### src/rtl/ifetch_pkg.sv
// Shared constants for the instruction-fetch front end: opcode, FSM encodings
// and the JAL immediate extractor used by the static next-PC predictor.
package ifetch_pkg;

   localparam logic [6:0] OPCODE_JAL = 7'b1101111;

   // FSM state encodings
   localparam logic [1:0] ST_IDLE = 2'd0;  // free to issue a request
   localparam logic [1:0] ST_WAIT = 2'd1;  // one request outstanding, response kept
   localparam logic [1:0] ST_DROP = 2'd2;  // one request outstanding, response discarded

   localparam int JAL_IMM_W = 21;

   // Reassembles the scrambled J-type immediate (bit 0 is always zero).
   function automatic logic [JAL_IMM_W-1:0] jal_imm(input logic [31:0] inst);
      return {inst[31], inst[19:12], inst[20], inst[30:21], 1'b0};
   endfunction

endpackage

### src/rtl/ifetch_queue.sv
// Circular FIFO holding packed fetch entries between the fetch FSM and the
// decoder. Flush empties it in one cycle; pointers wrap modulo DEPTH.
module ifetch_queue
   import ifetch_pkg::*;
#(
   parameter int DEPTH = 4,
   parameter int WIDTH = 96
) (
   input  logic                     clk,
   input  logic                     rst,
   input  logic                     en,
   input  logic                     push,
   input  logic                     pop,
   input  logic                     flush,
   input  logic [WIDTH-1:0]         push_data,
   output logic [WIDTH-1:0]         head_data,
   output logic [$clog2(DEPTH):0]   count,
   output logic                     empty
);

   localparam int PW = $clog2(DEPTH);

   logic [WIDTH-1:0] mem_q [DEPTH];
   logic [PW-1:0]    head_q;
   logic [PW-1:0]    tail_q;
   logic [PW:0]      count_q;
   logic             pop_ok;

   assign pop_ok = pop && (count_q != '0);

   // Storage, pointers and occupancy; frozen whenever en is low.
   // NOTE: sequential state uses non-blocking assignments so every register
   // samples the pre-edge values regardless of statement order.
   always_ff @(posedge clk) begin
      if (rst) begin
         head_q  <= '0;
         tail_q  <= '0;
         count_q <= '0;
         // NOTE: the storage is reset too so the head outputs are defined
         // (zero) after reset; the array is only IQ_DEPTH entries deep.
         for (int i = 0; i < DEPTH; i++) mem_q[i] <= '0;
      end else if (en) begin
         if (flush) begin
            head_q  <= '0;
            tail_q  <= '0;
            count_q <= '0;
         end else begin
            if (push) begin
               mem_q[tail_q] <= push_data;
               tail_q        <= tail_q + 1'b1;
            end
            if (pop_ok) head_q <= head_q + 1'b1;
            case ({push, pop_ok})
               2'b10:   count_q <= count_q + 1'b1;
               2'b01:   count_q <= count_q - 1'b1;
               default: count_q <= count_q;
            endcase
         end
      end
   end

   assign head_data = mem_q[head_q];
   assign count     = count_q;
   assign empty     = (count_q == '0);

endmodule

### src/rtl/ifetch_unit.sv
// Instruction-fetch front end: owns the fetch PC, issues one I-cache request
// at a time, predicts the next PC (static JAL target or PC+4) and buffers
// fetched instructions for the decoder. A redirect flushes and restarts fetch.
module ifetch_unit
   import ifetch_pkg::*;
#(
   parameter int               XLEN     = 32,
   parameter int               ILEN     = 32,
   parameter int               IQ_DEPTH = 4,
   parameter logic [XLEN-1:0]  RESET_PC = '0
) (
   input  logic             clk,
   input  logic             rst,
   input  logic             rdy,
   output logic             ic_req_valid,
   output logic [XLEN-1:0]  ic_req_addr,
   input  logic             ic_resp_valid,
   input  logic [ILEN-1:0]  ic_resp_inst,
   input  logic             redirect_valid,
   input  logic [XLEN-1:0]  redirect_pc,
   output logic             if_valid,
   output logic [ILEN-1:0]  if_inst,
   output logic [XLEN-1:0]  if_pc,
   output logic [XLEN-1:0]  if_pred_pc,
   input  logic             dec_ready
);

   localparam int CW       = $clog2(IQ_DEPTH) + 1;
   localparam int ENT_W    = ILEN + 2 * XLEN;
   // Entry packing: {inst, pc, pred_pc}
   localparam int OFF_PRED = 0;
   localparam int OFF_PC   = XLEN;
   localparam int OFF_INST = 2 * XLEN;
   localparam logic [CW-1:0] DEPTH_C = CW'(IQ_DEPTH);

   logic [1:0]             state_q, state_d;
   logic [XLEN-1:0]        pc_q, pc_d;
   logic [XLEN-1:0]        pred_pc;
   logic [JAL_IMM_W-1:0]   imm;
   logic [CW-1:0]          q_count;
   logic                   q_empty;
   logic [ENT_W-1:0]       q_head;
   logic                   push, pop, flush;

   // Static predictor: JAL target relative to the request PC, else PC+4.
   always_comb begin
      imm = jal_imm(ic_resp_inst[31:0]);
      if (ic_resp_inst[6:0] == OPCODE_JAL)
         pred_pc = pc_q + {{(XLEN-JAL_IMM_W){imm[JAL_IMM_W-1]}}, imm};
      else
         pred_pc = pc_q + XLEN'(4);
   end

   // A request only fires from IDLE with a free slot; that slot stays
   // reserved because occupancy can only fall while the request is in flight.
   assign ic_req_valid = !rst && rdy && (state_q == ST_IDLE) &&
                         (q_count < DEPTH_C) && !redirect_valid;
   assign ic_req_addr  = pc_q;

   assign push  = rdy && ic_resp_valid && (state_q == ST_WAIT) && !redirect_valid;
   assign pop   = rdy && !q_empty && dec_ready;
   assign flush = rdy && redirect_valid;

   // Next-state and next-PC; redirect overrides normal sequencing.
   always_comb begin
      // NOTE: defaults first so every path assigns both outputs and no
      // latch is inferred.
      state_d = state_q;
      pc_d    = pc_q;
      if (redirect_valid) begin
         pc_d = redirect_pc;
         // A response arriving with the redirect is the outstanding one,
         // so nothing is left to drop.
         if (state_q != ST_IDLE) state_d = ic_resp_valid ? ST_IDLE : ST_DROP;
      end else begin
         case (state_q)
            ST_IDLE: if (ic_req_valid) state_d = ST_WAIT;
            ST_WAIT: if (ic_resp_valid) begin
               pc_d    = pred_pc;
               state_d = ST_IDLE;
            end
            ST_DROP: if (ic_resp_valid) state_d = ST_IDLE;
            default: state_d = ST_IDLE;
         endcase
      end
   end

   // FSM and PC registers; frozen while rdy is low.
   always_ff @(posedge clk) begin
      if (rst) begin
         state_q <= ST_IDLE;
         pc_q    <= RESET_PC;
      end else if (rdy) begin
         state_q <= state_d;
         pc_q    <= pc_d;
      end
   end

   ifetch_queue #(
      .DEPTH (IQ_DEPTH),
      .WIDTH (ENT_W)
   ) u_queue (
      .clk       (clk),
      .rst       (rst),
      .en        (rdy),
      .push      (push),
      .pop       (pop),
      .flush     (flush),
      .push_data ({ic_resp_inst, pc_q, pred_pc}),
      .head_data (q_head),
      .count     (q_count),
      .empty     (q_empty)
   );

   assign if_valid   = !q_empty;
   assign if_inst    = q_head[OFF_INST +: ILEN];
   assign if_pc      = q_head[OFF_PC   +: XLEN];
   assign if_pred_pc = q_head[OFF_PRED +: XLEN];

endmodule

### config.mk
export PLATFORM = sky130hd
export DESIGN_NAME = ifetch_unit
export DESIGN_NICKNAME = d
export VERILOG_FILES = /design/src/rtl/ifetch_pkg.sv /design/src/rtl/ifetch_queue.sv /design/src/rtl/ifetch_unit.sv
export SDC_FILE = /design/constraint.sdc
export NUM_CORES = 1
export LEC_CHECK = 0
export BUFFER_PORTS_ARGS = -buffer_cell sky130_fd_sc_hd__clkbuf_2
export CORE_ASPECT_RATIO = 1.2
export CORE_MARGIN = 4
export CORE_UTILIZATION = 40
export CTS_CLUSTER_SIZE = 14
export DETAILED_ROUTE_END_ITERATION = 7
export PLACE_DENSITY = 0.61
export SYNTH_ARGS = -nofsm -noshare
export SYNTH_HDL_FRONTEND = slang
export SYNTH_SLANG_ARGS = --single-unit
### constraint.sdc
create_clock -name clk -period 12.12 [get_ports clk]
set_input_delay 2.424 -clock clk [delete_from_list [all_inputs] [get_ports clk]]
set_output_delay 2.424 -clock clk [all_outputs]
set_load 0.01 [all_outputs]
Word-level counts from Yosys, hierarchy flattened
Memory sizes are Yosys's and may differ from the RTL's. A register that Yosys moved wholly into a read port is not among the register bits.
Cells that the tools add are included.
{ "totals": {"register_bits": 41, "latchBits": 0, "ramBits": 384, "mem_bits_ro": 0, "in_bits": 70, "n_memories": 1} }
{ "op_classes": {"n_addsub": 6, "mul": 0, "div_mod_pow": 0, "n_lt_le_gt_ge": 1, "n_eq_ne": 8, "shift": 0, "muxes": 28, "bitwise": 0, "reduce_logical": 30} }
{ "mem_list": {"columns": ["name", "words", "word_bits", "read_ports", "rd_clocked_by_memory_dff", "wr", "line_no", "rtl"], "rows": [
  ["u_queue.mem_q", 4, 96, 1, 1, 4, "ifetch_queue.sv:23", "logic [WIDTH-1:0] mem_q [DEPTH];"]
]} }
{ "ops": {"columns": ["cell", "count"], "rows": [
  ["$mux 32", 4],
  ["$mux 96", 1],
  ["$reduce_or 96->1", 1],
  ["$add 32x3->32 const B", 1],
  ["$add 32x32->32", 1],
  ["$mux 2", 12],
  ["$logic_and 1x1->1", 11],
  ["$reduce_bool 2->1", 5],
  ["$mux 1", 8],
  ["$eq 7x7->1 const B", 1],
  ["$pmux 3 s2", 1],
  ["$reduce_and 2->1", 3],
  ["$reduce_bool 3->1", 2],
  ["$add 2x1->2 const B", 2],
  ["$eq 2x1->1 const B", 2],
  ["$eq 2x2->1 const B", 2],
  ["$pmux 2 s2", 1],
  ["$reduce_and 4->1", 1],
  ["$add 3x1->3 const B", 1],
  ["$logic_not 1->1", 3],
  ["$logic_not 3->1", 1],
  ["$lt 3x3->1 const B", 1],
  ["$mux 3", 1],
  ["$ne 3x1->1 const B", 1],
  ["6 further kinds", 6]
]} }

Logic depth before layout (Yosys ltp)
{ "logic_depth": {"depth_word": 10, "depth_mapped": 12, "mapped_depth_nobuf": 12} }

By module
Synthesis repeated with hierarchy kept, for this count alone.
{ "unflattened": {"hier_cells": 1583, "area_unflattened_um2": 21149.0} }
{ "modules_own_cells": {"columns": ["mod", "n_inst", "cells_per_inst", "area_per_inst_um2", "seq_area_each_um2"], "rows": [
  ["ifetch_queue", 1, 1008, 17023.8, 11711.2],
  ["ifetch_unit", 1, 575, 4125.2, 680.7]
]} }

Worst setup path before layout
No wires, ideal clock.
{ "synth_timing": {"kind": "input to register", "startpoint": "input port redirect_valid", "endpoint": "memory u_queue.mem_q[0][0] (enable)", "setup_time_ns": 0.689, "t_arrival_ns": 9.910, "required_ns": 11.431, "path_slack_ns": 1.521, "stages": 4, "path_buffers": 3, "cell_sequence": "clkbuf_8 -> clkbuf_8 -> clkbuf_1 -> o31ai_1"} }
{ "synth_lines": {"columns": ["element", "line_no", "rtl"], "rows": [
  ["start: declaration", "ifetch_unit.sv:19", "input logic redirect_valid,"],
  ["end: declaration", "ifetch_queue.sv:23", null]
]} }

Final worst setup path
{ "layout_timing": {"startpoint": "input port redirect_valid", "endpoint": "output port ic_req_valid"} }
{ "layout_via": {"elab_chain_len": 2} }
{ "layout_rtl": {"columns": ["element", "line_no", "rtl"], "rows": [
  ["$logic_not 1->1", "ifetch_unit.sv:57", "(q_count < DEPTH_C) && !redirect_valid;"],
  ["$logic_and 1x1->1", "ifetch_unit.sv:57", null],
  ["end: declaration", "ifetch_unit.sv:15", "output logic ic_req_valid,"]
]} }
Every way passes these cells.

==> metrics.md <==
| Metric | Value |
|---|---|
| Clock skew | between 0.015 and 0.02 ns |
| Worst hold path type | flip-flop to flip-flop |
| Power per standard cell area | around 140 mW/mm^2 |
| GR Overflow Total | 0 |
| Sequential element share of the synthesized area | 60.4% |
| Yosys cell types | 74 |
| Post-synth top area share | a little under three fifths |
| CP Cell Sequence | clkbuf_2, buf_4, nor2_1, nand3b_1, nor2_1, clkbuf_2 |
| Max_slew headroom | 29.1% |
| DRC violations left | 0 |
| Vias in the first global route | 14000 |
| Post-synthesis mux area share | 10.8% |
| Total wire length | 58.3 mm |
| Adder-Cell Fraction of Synth Area | under 10% |
| Max-slew violations | 0 |
| CP max stage delay | 0.56 ns |
| Critical path class | input port to output pin |
| Worst Max-Slew Pin Slew | 1.06 ns |
| CTS tree | done |
| Placeable Area | approximately 0.050 mm^2 |
| Post-synth EDFFs | 380 |
| Syn Nets | 1766 |
| Mapped cell area | 0.0203 mm^2 |
| Initial antenna violation count | 0 |
| Row count | 90 |
| Critical Path AT | approximately 3.6 ns |
| Syn avg cell area | between 10 and 15 um^2 |
| Die area | 0.0545 mm^2 |
| Die Span X | roughly 210 um |
| Post-route minimum period | 6.01 ns |
| Initial Utilization | 40.5% |
| DR pass1 iterations | 5 |
| Reg clk slew, reported paths | around 0.06 ns |
| Max_cap viols | 0 |
| Gr usage total | 21.2% |
| Hold Startpoint | state_q[1]$_SDFFE_PP0P_ |
| ANT nets after route | 0 |
| Final setup TNS | 0 ns |
| Psw | 773 uW |
| Fin crit share | between 40% and 50% |
| Avg Vias per Cell | 5.61 |
| Worst setup EP type | output pin |
| Final hold violations | 0 |
| Yosys reg bits | ~420 |
| PostCTS Resize Cnt | 0 |
| Iteration-0 DRC Markers | between 1000 and 1500 |
| Seq pwr share | roughly half |
| Post-CTS Setup Bufs | 0 |
| First-pass GRT wire length | 87.3 mm |
| Status | complete, no violations |
| Worst EP required | between 9 and 10 ns |
| Fraction of registers with async set/reset | 0% |
| Detailed placer's ending HPWL | 37.7 mm |
| Fmax | 166 MHz |
| Logic pwr share | 7.6% |
| N_diodes | 0 |
| P_int | 2.52 mW |
| Clock power share | 41.7% |
| Startpoint Class | input port |
| IO Pins | 200 |
| Area contributors post-synth | edfxtp_1 56%, mux4_2 11%, nor2_1 6.7% |
| Layout cells sized above 1 | 22.8% |
| Port buffer count | 199 |
| Post-Synth Simple-Gate Area | 12.9% |
| GPL Wtd Cong | just over 0.9 |
| Unrepaired setup endpoints after global routing | no |
| Top-count cell post-synth | edfxtp_1 |
| WL/cell | roughly 23 um |
| CTS Hold Buffers Added | 0 |
| Clk buf depth | 3 |
| Synth Instances | 1661 |
| Worst-Skew Late Latency | around 0.57 ns |
| Power, Total | 3.29 mW |
| Worst-path fanout max | 62 |
| Area Overhead vs Synth | 14.7% |
| Leak pwr | 8.96 nW |
| Die Y | 255 um |
| Worst r2r src | ic_req_addr[1]$_SDFFE_PP0P_ |
| Max VDD drop | 0.102 mV |
| Final setup viols | 0 |
| Synth top cells by count | 380 x edfxtp_1, 363 x nor2_1, 144 x nand2_1 |
| Largest family of logic cells by synthesized area | simple AND/OR/NAND/NOR gates |
| Synth Area in Compound Gates | under 10% |
| CP startpoint | redirect_valid |
| Vias | 14100 |
| # clock sinks | 423 |
| H-tree depth | 2 |
| Switching Share | 23.5% |
| Cts bufs inserted | 44 |
| Post-Synth XOR/XNOR Area | 2.16% |
| Crit path max-delay cell type | buf_4 |
| Hold slack final | 0.512 ns |
| Largest net degree at the start of global routing | 66 |
| Most used DFF post-synth | edfxtp_1 |
| Yosys warns | 0 |
| Clk root buf | clkbuf_16 |
| Cell taking the most area after synthesis | edfxtp_1 |
| Layout net count | approximately 1900 |
-- placed cells by master, fill, tap and decap left out, types with 5 or more instances in the layout --
cell / synthesis / final
edfxtp_1: 380 / 380
nor2_1: 363 / 363
clkbuf_2: 1 / 199
nand2_1: 144 / 141
mux4_2: 95 / 95
inv_1: 91 / 91
a21oi_1: 73 / 72
o21ai_0: 56 / 56
clkbuf_16: 0 / 44
dfxtp_1: 43 / 41
ha_1: 33 / 33
xnor2_1: 27 / 27
nand3_1: 25 / 25
xor2_1: 23 / 23
buf_4: 4 / 23
nor3_1: 21 / 20
o211ai_1: 19 / 19
nand4_1: 12 / 12
clkinv_2: 0 / 12
o21a_1: 10 / 10
or3_1: 9 / 9
a211oi_1: 8 / 8
a21o_1: 7 / 7
o211a_1: 7 / 7
clkbuf_1: 77 / 7
or2_2: 6 / 6
a31oi_1: 6 / 6
o21bai_1: 5 / 5
o21ai_1: 6 / 5
mux2i_1: 5 / 5
bufinv_16: 0 / 5
clkinv_1: 0 / 5
-- layout make-up --
cell class	count	area, um^2
Fill cell	4579	26900
Clock buffer	54	1170
Clock inverter	28	297
Inverter	91	342
Multi-Input combinational cell	1042	7260
Sequential cell	423	12300
Tap cell	644	806
Timing Repair Buffer	222	1170
-- path summary, 6_finish.rpt --
kind	cells after the start	to	slack (ns)
worst max-delay path	6	ic_req_valid	6.11
worst min-delay path	2	state_q[1]$_SDFFE_PP0P_	0.51
worst max register to register	12	u_queue.mem_q[0][29]$_SDFFCE_PN0P_	8.40
worst min register to register	2	state_q[1]$_SDFFE_PP0P_	0.51
-- critical path: cells and delay by family --
kind	cells	cell delay, ns
buffers and inverters	3	0.76
and+or+nand+nor	3	0.36
-- kinds of logic (layout without fill, tap and decap cells) --
group	after synthesis	in the layout
multiplexers	101	101
buffers and inverters	196	395
AND/OR/NAND/NOR	623	623
flip-flops	423	423
adder cells (fa/ha/maj)	35	35
AO/OA/AOI/OAI	233	233
XOR/XNOR	50	50
-- sequential cells by signal, summed over array words and instances, names as in the netlist, named ones only --
signal	flops
ic_req_addr	32
u_queue.head_q	2
u_queue.tail_q	2
u_queue.mem_q	380
state_q	2
u_queue.count	3
-- metrics by stage --
| step | setup slack, ns | cells | area (um^2) | utilization (%) |
|---|---|---|---|---|
| after global placement | 6.07 | 2422 | 21900 | 43.5 |
| final | 6.11 | 2504 | 23300 | 46.4 |
| after floorplan | 1.52 | 1661 | 20300 | - |
| after CTS | 6.13 | 2504 | 23300 | 46.4 |
| after detailed placement | 6.04 | 2422 | 21900 | 43.5 |
| after global routing | 6.02 | 2504 | 23300 | 46.4 |
-- layer usage --
layer	track usage, %	part of all wire, %	vias up
met1	28.7	40	7047
met4	5.73	2.7	0
met5	0	0	-
li1	-	-	6330
met3	2.87	6.8	85
met2	36.3	50	592
-- power by group through the flow --
stage	Combinational [mW]	Sequential (mW)	Clock (mW)
2_1_floorplan	0.155	1.69	0
3_3_place_gp	0.251	1.70	0
3_5_place_dp	0.251	1.70	0
4_1_cts	0.252	1.67	1.40
5_1_grt	0.273	1.67	1.46
6_report	0.251	1.67	1.37
Note: power is estimated with default switching activity, not from simulation.
